`config.mk`:
```
export PLATFORM = sky130hd
export DESIGN_NAME = dm_bus_ctrl
export DESIGN_NICKNAME = d
export VERILOG_FILES = /design/src/rtl/dm_bus_ctrl.sv
export SDC_FILE = /design/constraint.sdc
export NUM_CORES = 1
export LEC_CHECK = 0
export BUFFER_PORTS_ARGS = -buffer_cell sky130_fd_sc_hd__buf_2
export CAP_MARGIN = 30
export CORE_MARGIN = 4
export CORE_UTILIZATION = 48
export DETAILED_ROUTE_END_ITERATION = 6
export GPL_ROUTABILITY_DRIVEN = 0
export PLACE_DENSITY_LB_ADDON = 0.1
export SYNTH_ARGS = -nofsm -noshare
export SYNTH_HDL_FRONTEND = slang
export SYNTH_SLANG_ARGS = --single-unit
```
`constraint.sdc`:
```
create_clock -name clk -period 2.6 [get_ports clk]
set_input_delay 0.52 -clock clk [delete_from_list [all_inputs] [get_ports clk]]
set_output_delay 0.52 -clock clk [all_outputs]
set_load 0.05 [all_outputs]
```
`src/rtl/dm_bus_ctrl.sv`:
```
// dm_bus_ctrl: data-memory access controller for the EX/DM stage.
// Runs the EX_DM load/store on the shared multicore bus with a
// request/grant/ack handshake, stalls the pipeline while the access is in
// flight and returns load data to the write-back mux.
// Optional feature: define DM_TIMEOUT_EN to abort transactions that get no
// ack within TIMEOUT cycles (sets sticky dm_err, loads return 16'hDEAD).
module dm_bus_ctrl #(
    parameter int CORE_ID = 0,
    parameter int TIMEOUT = 64
) (
    input  logic        clk,
    input  logic        rst_n,
    input  logic        dm_re_EX_DM,
    input  logic        dm_we_EX_DM,
    input  logic [15:0] dst_EX_DM,
    input  logic [15:0] p1_EX_DM,
    input  logic        stall_DM_WB,
    output logic        stall_dm,
    output logic [15:0] dm_rd_data_EX_DM,
    output logic        bus_req,
    input  logic        bus_gnt,
    output logic        bus_we,
    output logic [15:0] bus_addr,
    output logic [15:0] bus_wdata,
    output logic [1:0]  bus_id,
    input  logic [15:0] bus_rdata,
    input  logic        bus_ack,
    output logic        dm_err
);

    typedef enum logic [1:0] {IDLE, REQ, XFER, DONE} state_t;

    state_t state;
    logic   req_any;

    assign req_any = dm_re_EX_DM | dm_we_EX_DM;
    assign bus_id  = 2'(CORE_ID);

    // Hold the front of the pipe from the moment a request shows up in IDLE
    // until the bus transfer completes; DONE lets the instruction advance.
    always_comb begin
        stall_dm = 1'b0;
        if ((state == IDLE && req_any) || state == REQ || state == XFER)
            stall_dm = 1'b1;
    end

`ifdef DM_TIMEOUT_EN
    localparam int CNT_W = (TIMEOUT > 2) ? $clog2(TIMEOUT) : 1;
    localparam logic [CNT_W-1:0] CNT_LAST = CNT_W'(TIMEOUT - 1);

    logic [CNT_W-1:0] cnt;
    logic             err_q;

    assign dm_err = err_q;
`else
    logic unused_timeout;

    assign unused_timeout = (TIMEOUT == 0);
    assign dm_err         = 1'b0;
`endif

    // Bus handshake FSM; all bus outputs and the load data are registered here.
    always_ff @(posedge clk) begin
        if (!rst_n) begin
            state            <= IDLE;
            bus_req          <= 1'b0;
            bus_we           <= 1'b0;
            bus_addr         <= 16'h0000;
            bus_wdata        <= 16'h0000;
            dm_rd_data_EX_DM <= 16'h0000;
`ifdef DM_TIMEOUT_EN
            cnt              <= '0;
            err_q            <= 1'b0;
`endif
        end else begin
            case (state)
                IDLE: begin
                    if (req_any) begin
                        bus_addr  <= dst_EX_DM;
                        bus_wdata <= p1_EX_DM;
                        bus_we    <= dm_we_EX_DM;
                        bus_req   <= 1'b1;
                        state     <= REQ;
`ifdef DM_TIMEOUT_EN
                        cnt       <= '0;
`endif
                    end
                end
                REQ: begin
                    if (bus_gnt && bus_ack) begin
                        if (!bus_we)
                            dm_rd_data_EX_DM <= bus_rdata;
                        bus_req <= 1'b0;
                        state   <= DONE;
                    end else begin
`ifdef DM_TIMEOUT_EN
                        if (cnt == CNT_LAST) begin
                            if (!bus_we)
                                dm_rd_data_EX_DM <= 16'hDEAD;
                            err_q   <= 1'b1;
                            bus_req <= 1'b0;
                            state   <= DONE;
                        end else begin
                            cnt <= cnt + 1'b1;
                            if (bus_gnt)
                                state <= XFER;
                        end
`else
                        if (bus_gnt)
                            state <= XFER;
`endif
                    end
                end
                XFER: begin
                    if (bus_ack) begin
                        if (!bus_we)
                            dm_rd_data_EX_DM <= bus_rdata;
                        bus_req <= 1'b0;
                        state   <= DONE;
                    end else begin
`ifdef DM_TIMEOUT_EN
                        if (cnt == CNT_LAST) begin
                            if (!bus_we)
                                dm_rd_data_EX_DM <= 16'hDEAD;
                            err_q   <= 1'b1;
                            bus_req <= 1'b0;
                            state   <= DONE;
                        end else begin
                            cnt <= cnt + 1'b1;
                        end
`endif
                    end
                end
                DONE: begin
                    if (!stall_DM_WB)
                        state <= IDLE;
                end
                default: begin
                    bus_req <= 1'b0;
                    state   <= IDLE;
                end
            endcase
        end
    end

endmodule
```
==> results.tsv <==
metric	value	unit
Antenna Diode Count	0	
final net count	410	
CTS Buffer Depth	2	
leak pwr	0.00133	uW
Global Route Usage Sum	18.3	%
sequential power share	33.8	%
Resize count post-CTS	0	
post-CTS setup buffers	0	
Logic pwr share	52.9	%
final setup violation count	0	
Post-Synth Adder-Cell Area	3.03	%
Final Hold Viols	0	
Tcrit/Tclk final	88.0	%
Max Cap Viol	0	
synth top area cells	dfxtp_1 50%, nand2_1 19%, mux2i_1 8.7%, a21oi_1 8.2%, ha_1 3.0%	
most common cell after layout, fill and taps aside	buf_2	
Switch Pwr	1710	uW
Cell Area, Synth	2070	sq um
most frequent cells in the layout	105 x buf_2, 102 x nand2_1, 52 x dfxtp_1	
EDFF count, synth	0	
CTS tree	yes	
dominant synthesized flop cell	dfxtp_1	
Die Y	73.6	microns
placed insts	393	
Antenna Violating Nets Remaining	0	
main combinational cell family by area after synthesis	simple AND/OR/NAND/NOR gates	
Initial Util	50.6	%
status	complete, no violations	
Int Pwr	1700	uW
worst vdd ir	0.599	mV
DRT iter0 DRCs	62	
Root Driver	clkbuf_8	
sequential share of the synthesized area	50.4	%
Post-Synth XOR/XNOR Area	0	%
Worst Max-Slew Pin Slew	0.998	ns
Final Skew	0.00747	ns
via count	1896	
Layout Cells excl Fill	401	
die area	5420	sq um
Hold Path Class	input pin to flip-flop	
total gr overflow	0	
Fmax	437	MHz
drt pass-1 iters	4	
cells after synthesis	249	
flop2flop setup slack	0.73	ns
CTS hold repair buffers	0	
Detail Placement HPWL	3.50	mm
vias per cell	4.73	
Area Growth Syn to Fin	31.2	%
post-synthesis async set-or-reset flop share	0	%
Slew headroom	33.4	%
share of cells above drive strength 1	34.5	%
Crit Path Category	flip-flop to output port	
clock power share	13.3	%
Fillers	376	
fin crit period	2.29	ns
largest net degree at the start of global routing	38	
first-pass GRT wire length	7.80	mm
crit path max fanout	5	
Synthesis Warnings	0	
Critical Path Sink Type	output port	
antenna violations before repair	0	
num rows	23	
DRT Wirelength	4.79	mm
Synth Area in Compound Gates	10.2	%
routed length per instance	12.0	microns
post-synth top area share	50.4	%
post-synthesis cell type count	24	
via count of the first global-routing pass	1816	
Clock Latency Late Sink	0.31	ns
Port Buffers	105	
WP data arrival	1.77	ns
Boundary Pins	109	
post-synthesis mux area share	8.72	%
post-synth top area cell	dfxtp_1	
Avg Synthesized Cell Area	8.30	sq um
Critical Path Start Type	flip-flop	
clk sinks	52	
switching share of power	50.1	%
Final Max Tran Viols	0	
DIE WIDTH	73.6	microns
Core Box Area	4090	sq um
RSZ-0062 raised after global routing	false	
Simple-Gate Fraction of Synth Area	22.6	%
setup TNS	0	ns
# DRC	0	
H-Tree Depth	2	
Clock transition at path regs	0.09	ns
total CTS buffers	5	
P per Cell Area	1260	nW/um^2
flops & latches, synth	52	
worst endpoint required time	2.08	ns
==> flip-flops by register name, indices dropped and copies added (netlist names) <==
name,cells
bus_we,1
bus_wdata,16
bus_addr,16
dm_rd_data_EX_DM,16
state,2
bus_req,1
==> metrics by stage <==
stage	setup slack, ns	hold WS, ns	cell area, sq um	util [%]	power [uW]
floorplan	0.710	0.483	2070	-	2590
global placement	0.611	0.438	2620	64.1	2970
detailed placement	0.555	0.443	2620	64.1	2990
CTS	0.295	0.430	2710	66.3	3440
global route	0.202	0.426	2710	66.3	3620
finish	0.313	0.438	2710	66.3	3410
==> layer usage <==
| metal | up-vias | track usage, % | wire [microns] |
|---|---|---|---|
| li1 | 998 | - | - |
| met1 | 825 | 21.6 | 2050 |
| met2 | 66 | 31.2 | 2250 |
| met3 | 7 | 6.16 | 425 |
| met4 | 0 | 6.04 | 63 |
| met5 | - | 0 | 0 |
==> cell type report <==
type                    instances  area (sq um)  share of cell area (%)
clock buffers                   6          72.6                    2.68
multi-input cells             178           943                    34.8
repair buffers                110           563                    20.8
flip-flops and latches         52          1040                    38.4
well taps                      50          62.6                    2.31
clock inverters                 2          16.3                   0.600
inverters                       3          11.3                   0.416
==> kinds of logic (layout without fill, tap and decap cells) <==
logic type                 after synthesis  after routing
adders and majority gates                5              5
and+or+nand+nor                        113            113
muxes                                   18             18
buffers and inverters                   21            121
AOI/OAI and AO/OA                       39             39
other                                    1              3
DFF                                     52             52
==> final timing paths <==
path	startpoint	endpoint	cells after the start
worst max-delay path	state[0]	stall_dm	5
worst min-delay path	p1_EX_DM[10]	bus_wdata[10]	3
worst max register to register	state[0]	state[0]	5
worst min register to register	dm_rd_data_EX_DM[9]	dm_rd_data_EX_DM[9]	2
==> cell usage after synthesis (all sizes together) (2+ instances only) <==
| cell type | instances |
|---|---|
| nand2b | 2 |
| clkbuf | 13 |
| mux2i | 18 |
| ha | 5 |
| dfxtp | 52 |
| nor2b | 3 |
| nand2 | 102 |
| buf | 5 |
| a21oi | 34 |
| inv | 2 |
==> power groups by stage <==
stage | Combinational, uW | Clock, uW | Sequential (uW)
after global routing | 1930 | 501 | 1180
final | 1800 | 455 | 1150
after global placement | 1800 | 0 | 1170
after detailed placement | 1820 | 0 | 1170
after CTS | 1820 | 465 | 1150
after floorplan | 627 | 0 | 1960
==> critical path: stages (launching register included) <==
cell and delay (ns):
dfxtp_1 0.41, inv_1 0.11, ha_1 0.27, o21a_1 0.13, or3_1 0.31, buf_2 0.22
No activity file was read; power rests on OpenSTA's default activity.
